===== config.mk =====
export PLATFORM = sky130hd
export DESIGN_NAME = input_buffer
export DESIGN_NICKNAME = d
export VERILOG_FILES = /design/src/rtl/input_buffer.sv
export SDC_FILE = /design/constraint.sdc
export NUM_CORES = 1
export LEC_CHECK = 0
export ABC_AREA = 1
export BUFFER_PORTS_ARGS = -buffer_cell sky130_fd_sc_hd__buf_2
export CAP_MARGIN = 20
export CORE_MARGIN = 4
export CORE_UTILIZATION = 45
export DETAILED_ROUTE_END_ITERATION = 8
export GPL_ROUTABILITY_DRIVEN = 0
export HOLD_SLACK_MARGIN = 0.1
export PLACE_DENSITY_LB_ADDON = 0.1
export REMOVE_ABC_BUFFERS = 1
export SLEW_MARGIN = 5
export SYNTH_ARGS = -nofsm -noshare
export SYNTH_HDL_FRONTEND = slang
export SYNTH_SLANG_ARGS = --single-unit

===== constraint.sdc =====
create_clock -name clk -period 6.8 [get_ports clk]
set_clock_uncertainty 0.15 [all_clocks]
set_input_delay 2.04 -clock clk [delete_from_list [all_inputs] [get_ports clk]]
set_output_delay 2.04 -clock clk [all_outputs]
set_load 0.01 [all_outputs]

===== src/rtl/input_buffer.sv =====
// Viterbi decoder front-end buffer: holds the word being decoded as eight 2-bit symbol pairs
// and queues words that arrive meanwhile in a small circular FIFO.
module input_buffer #(
  parameter int unsigned FIFO_DEPTH = 4
) (
  input  logic        clk,
  input  logic        rst,
  input  logic        renew,
  input  logic [15:0] data_in,
  output logic [1:0]  bit_pair_0,
  output logic [1:0]  bit_pair_1,
  output logic [1:0]  bit_pair_2,
  output logic [1:0]  bit_pair_3,
  output logic [1:0]  bit_pair_4,
  output logic [1:0]  bit_pair_5,
  output logic [1:0]  bit_pair_6,
  output logic [1:0]  bit_pair_7
);

  localparam int unsigned PtrW = (FIFO_DEPTH > 1) ? $clog2(FIFO_DEPTH) : 1;
  localparam int unsigned CntW = $clog2(FIFO_DEPTH + 1);
  localparam logic [CntW-1:0] CntFull = CntW'(FIFO_DEPTH);
  localparam logic [PtrW-1:0] PtrLast = PtrW'(FIFO_DEPTH - 1);

  logic [15:0]     active_q, active_d;
  logic            valid_q, valid_d;
  logic [15:0]     last_q;
  logic [15:0]     mem_q [FIFO_DEPTH];
  logic [PtrW-1:0] rd_ptr_q, rd_ptr_d;
  logic [PtrW-1:0] wr_ptr_q, wr_ptr_d;
  logic [CntW-1:0] count_q, count_d;

  logic new_word, fifo_empty, fifo_full, take, pop, load_direct, push;

  // A word is accepted on its first cycle only; a held value or all-zero word is ignored.
  always_comb begin
    new_word    = (data_in != 16'h0000) && (data_in != last_q);
    fifo_empty  = (count_q == '0);
    fifo_full   = (count_q == CntFull);
    take        = !valid_q || renew;
    pop         = take && !fifo_empty;
    load_direct = take && fifo_empty && new_word;
    // Pop in the same cycle frees a slot, so a full FIFO can still accept.
    push        = new_word && !load_direct && (!fifo_full || pop);
  end

  always_comb begin
    active_d = active_q;
    valid_d  = valid_q;
    if (pop) begin
      active_d = mem_q[rd_ptr_q];
      valid_d  = 1'b1;
    end else if (load_direct) begin
      active_d = data_in;
      valid_d  = 1'b1;
    end else if (valid_q && renew) begin
      valid_d  = 1'b0;
    end
  end

  always_comb begin
    rd_ptr_d = rd_ptr_q;
    wr_ptr_d = wr_ptr_q;
    count_d  = count_q;
    if (pop) begin
      rd_ptr_d = (rd_ptr_q == PtrLast) ? '0 : rd_ptr_q + 1'b1;
    end
    if (push) begin
      wr_ptr_d = (wr_ptr_q == PtrLast) ? '0 : wr_ptr_q + 1'b1;
    end
    unique case ({push, pop})
      2'b10:   count_d = count_q + 1'b1;
      2'b01:   count_d = count_q - 1'b1;
      default: count_d = count_q;
    endcase
  end

  always_ff @(posedge clk or posedge rst) begin
    if (rst) begin
      active_q <= '0;
      valid_q  <= 1'b0;
      last_q   <= '0;
      rd_ptr_q <= '0;
      wr_ptr_q <= '0;
      count_q  <= '0;
    end else begin
      active_q <= active_d;
      valid_q  <= valid_d;
      last_q   <= data_in;
      rd_ptr_q <= rd_ptr_d;
      wr_ptr_q <= wr_ptr_d;
      count_q  <= count_d;
    end
  end

  always_ff @(posedge clk or posedge rst) begin
    if (rst) begin
      for (int i = 0; i < FIFO_DEPTH; i++) begin
        mem_q[i] <= '0;
      end
    end else if (push) begin
      mem_q[wr_ptr_q] <= data_in;
    end
  end

  assign bit_pair_0 = active_q[1:0];
  assign bit_pair_1 = active_q[3:2];
  assign bit_pair_2 = active_q[5:4];
  assign bit_pair_3 = active_q[7:6];
  assign bit_pair_4 = active_q[9:8];
  assign bit_pair_5 = active_q[11:10];
  assign bit_pair_6 = active_q[13:12];
  assign bit_pair_7 = active_q[15:14];

endmodule


==> impl_metrics.yaml <==
worst_setup_path:
  worstSetupStartpoint: "renew"
  timing.reg2reg.worst_path_depth: 11
  rr_endpoint: "count_q[2]"
  required_ns: 6.91
  crit-reg2reg-launch: "count_q[0]"
  cp_data_arrival_time_ns: 4.26
  setup.worst_path.start_class: "input pin"
  worst-setup-path-type: "input pin to flop"
  crit_path_end: "count_q[2]"
  cp_max_fo: 37
  worstSetupEndpointType: "flop"
  rrSetupSlack_ns: 3.93
yosys:
  yosys-top-cells-area: "dfrtp_1 (52%), nand2_1 (21%), nor2_1 (7.3%)"
  yosysWarnings: 0
  synth_seq_area_share_pct: 51.7
  ys_types: 27
  postSynthAreaPerCell_um2: 7.60
  yosys_register_bits: 104
  netlist.top_cell.by_area: "dfrtp_1"
  post_synthesis_cell_area_um2: 5030
  post_synth_inst_count: 662
  synth_top_area_share_pct: 51.7
layout:
  layout.cells.most_common_list: "nand2_1 (279), dfrtp_1 (104), nor2_1 (98)"
  antenna_cells_inserted: 0
  drive_gt1_share_pct: 10.0
  net_count_of_the_finished_layout: 704
  synthToLayoutAreaGrowth_pct: 8.16
  layout_commonest_cell: "nand2_1"
pwr:
  power_w: 0.00258
  power.static_leakage_nw: 2.96
  p_switching_w: 0.00115
  ir_worst_vdd_mv: 0.204
  power-per-cell-area_nw_per_um2: 475
  pwr-share-clk_pct: 13.6
  power.share.sequential_pct: 40.4
  power.internal_w: 0.00143
  switching_power_as_a_share_of_total_power_pct: 44.5
  pwr-share-comb_pct: 46.1
clock_tree:
  ctsRootBufferMaster: "clkbuf_8"
  clock_slew_seen_by_the_registers_of_the_worst_setup_and_hold_paths_ns: 0.09
  cts.htree.levels: 3
  cts.sink_count: 104
  worst_skew_pair.late_latency_ns: 0.37
  postCtsResizedCells: 0
  cts.hold.buffers_added: 0
  cts_max_path_buffers: 2
  cts_tree: "yes"
  numCtsBuffers: 9
  post-cts-setup-buffers: 0
sta:
  timing.setup.tns_ns: 0
  max_freq_mhz: 241
  postLayoutSetupSlackWorst_ns: 2.65
  timing_max_transition_violations_final: 0
  final_period_utilization_pct: 61.0
  grt_setup_unrepaired: "no"
  final-setup-viol-count: 0
  slew_headroom_pct: 42.4
  final.min_clock_period_ns: 4.15
  timing_hold_violations_final: 0
  worst_hold_slack_ns: 0.331
  slew_at_the_pin_closest_to_its_max_slew_limit_ns: 0.864
flow_run:
  max-cap-violations: 0
outcome:
  outcome: "finished, final reports clean"
detailed_routing:
  drcViolationCount: 0
  wl_um: 12800
  number_of_violations_reported_at_the_end_of_detailed_routing_iteration_0: 246
  route.detailed.wl_per_inst_um: 15.7
  firstDrtPassIters: 5
  route.detailed.vias_per_inst: 5.10
  ant_nets: 0
  routed-via-count: 4183
place:
  dp_hpwl_um: 7810
  place_ws_ns: 2.28
  port_buffers: 34
floorplan:
  die-height_um: 114
  core_area_um2: 10900
  initial_core_util_pct: 46.2
  dieArea_um2: 12900
  placement_rows: 38
  top_level_i_o_count: 35
  floorplan.die.width_um: 114
global_route:
  overflow: 0
  antenna_found_initial: 0
  aggregate_global_route_resource_usage_pct: 21.4
  vias_in_the_first_global_route: 4049
  wire_length_of_the_first_global_routing_pass_um: 21400
  pin_count_of_the_biggest_net_entering_global_routing: 67
min_path:
  hold_path_class: "flop to flop"
power groups by stage:
stage / Combinational [W] / Sequential, W / Clock [W]
6_report: 0.00119 / 0.00104 / 0.000350
5_1_grt: 0.00137 / 0.00108 / 0.000384
4_1_cts: 0.00120 / 0.00104 / 0.000360
3_5_place_dp: 0.00120 / 0.00105 / 0
3_3_place_gp: 0.00115 / 0.00105 / 0
2_1_floorplan: 0.000782 / 0.00105 / 0
registers in the layout, summed over array words and instances (netlist names):
signal / count
active_q: 16
count_q: 3
valid_q: 1
mem_q: 64
rd_ptr_q: 2
wr_ptr_q: 2
last_q: 16
metal layers:
metal / part of all wire [%] / vias up / wire [um] / global-route usage (%)
met2: 46 / 99 / 5850 / 33.0
met3: 4.8 / 21 / 615 / 3.18
met1: 47 / 1995 / 6050 / 30.4
met4: 2.6 / 0 / 338 / 9.29
met5: 0 / - / 0 / 0
li1: - / 2068 / - / -
synthesized netlist by cell type:
library cell / n
nand4_2: 4
ha_1: 6
nor2_1: 98
dfrtp_1: 104
clkinv_1: 1
nand3_4: 1
nor4_2: 1
buf_1: 3
o21ai_2: 1
inv_1: 44
nand3_1: 18
nor4_1: 1
nand3_2: 2
nor2_4: 4
nor3_1: 1
nand2_2: 2
a31oi_1: 16
nand4_1: 2
fa_1: 1
inv_2: 2
nand2_1: 279
a21oi_1: 1
xor2_1: 1
buf_2: 19
o21ai_0: 38
clkbuf_1: 11
xnor2_1: 1
final cells by class:
| type | count | area, um^2 |
|---|---|---|
| clock buffers | 12 | 155 |
| clock inverters | 1 | 5.00 |
| fillers | 1082 | 5450 |
| inverters | 47 | 179 |
| multi-input cells | 478 | 2100 |
| flip-flops and latches | 104 | 2600 |
| well taps | 140 | 175 |
| repair buffers | 38 | 220 |
kinds of logic after synthesis:
group	after synthesis	share of synthesized area (%)
buffers and inverters	80	6.44
XOR/XNOR	2	0.348
AND/OR/NAND/NOR	413	33.5
adder cells (fa/ha/maj)	7	1.89
AO/OA/AOI/OAI	56	6.04
flip-flops	104	51.7
how the worst min path moves through the flow:
stage                    from  slack [ns]         to  cells past startpoint
global placement     mem_q[9]        0.31   mem_q[9]                      2
CTS                 mem_q[53]        0.33  mem_q[53]                      2
global route        mem_q[59]        0.35  mem_q[59]                      2
finish              mem_q[53]        0.33  mem_q[53]                      2
detailed placement  mem_q[14]        0.31  mem_q[14]                      2
floorplan           mem_q[15]        0.29  mem_q[15]                      2
critical path, stage by stage:
cell and delay (ns):
buf_2 0.07, nor2_1 0.05, inv_1 0.09, nand2_1 0.15, buf_4 0.25, inv_2 0.48, ha_1 0.25, inv_1 0.07
fa_1 0.37, a21oi_1 0.14, o21ai_0 0.11, xor2_1 0.15
stage by stage:
stage,cells,cell area [um^2],utilization (%)
after floorplan,629,4880,-
after global placement,806,5250,48.2
after detailed placement,807,5280,48.5
after CTS,820,5440,50.0
after global routing,820,5440,50.0
final,820,5440,50.0
Power figures use the tool's default switching activity.
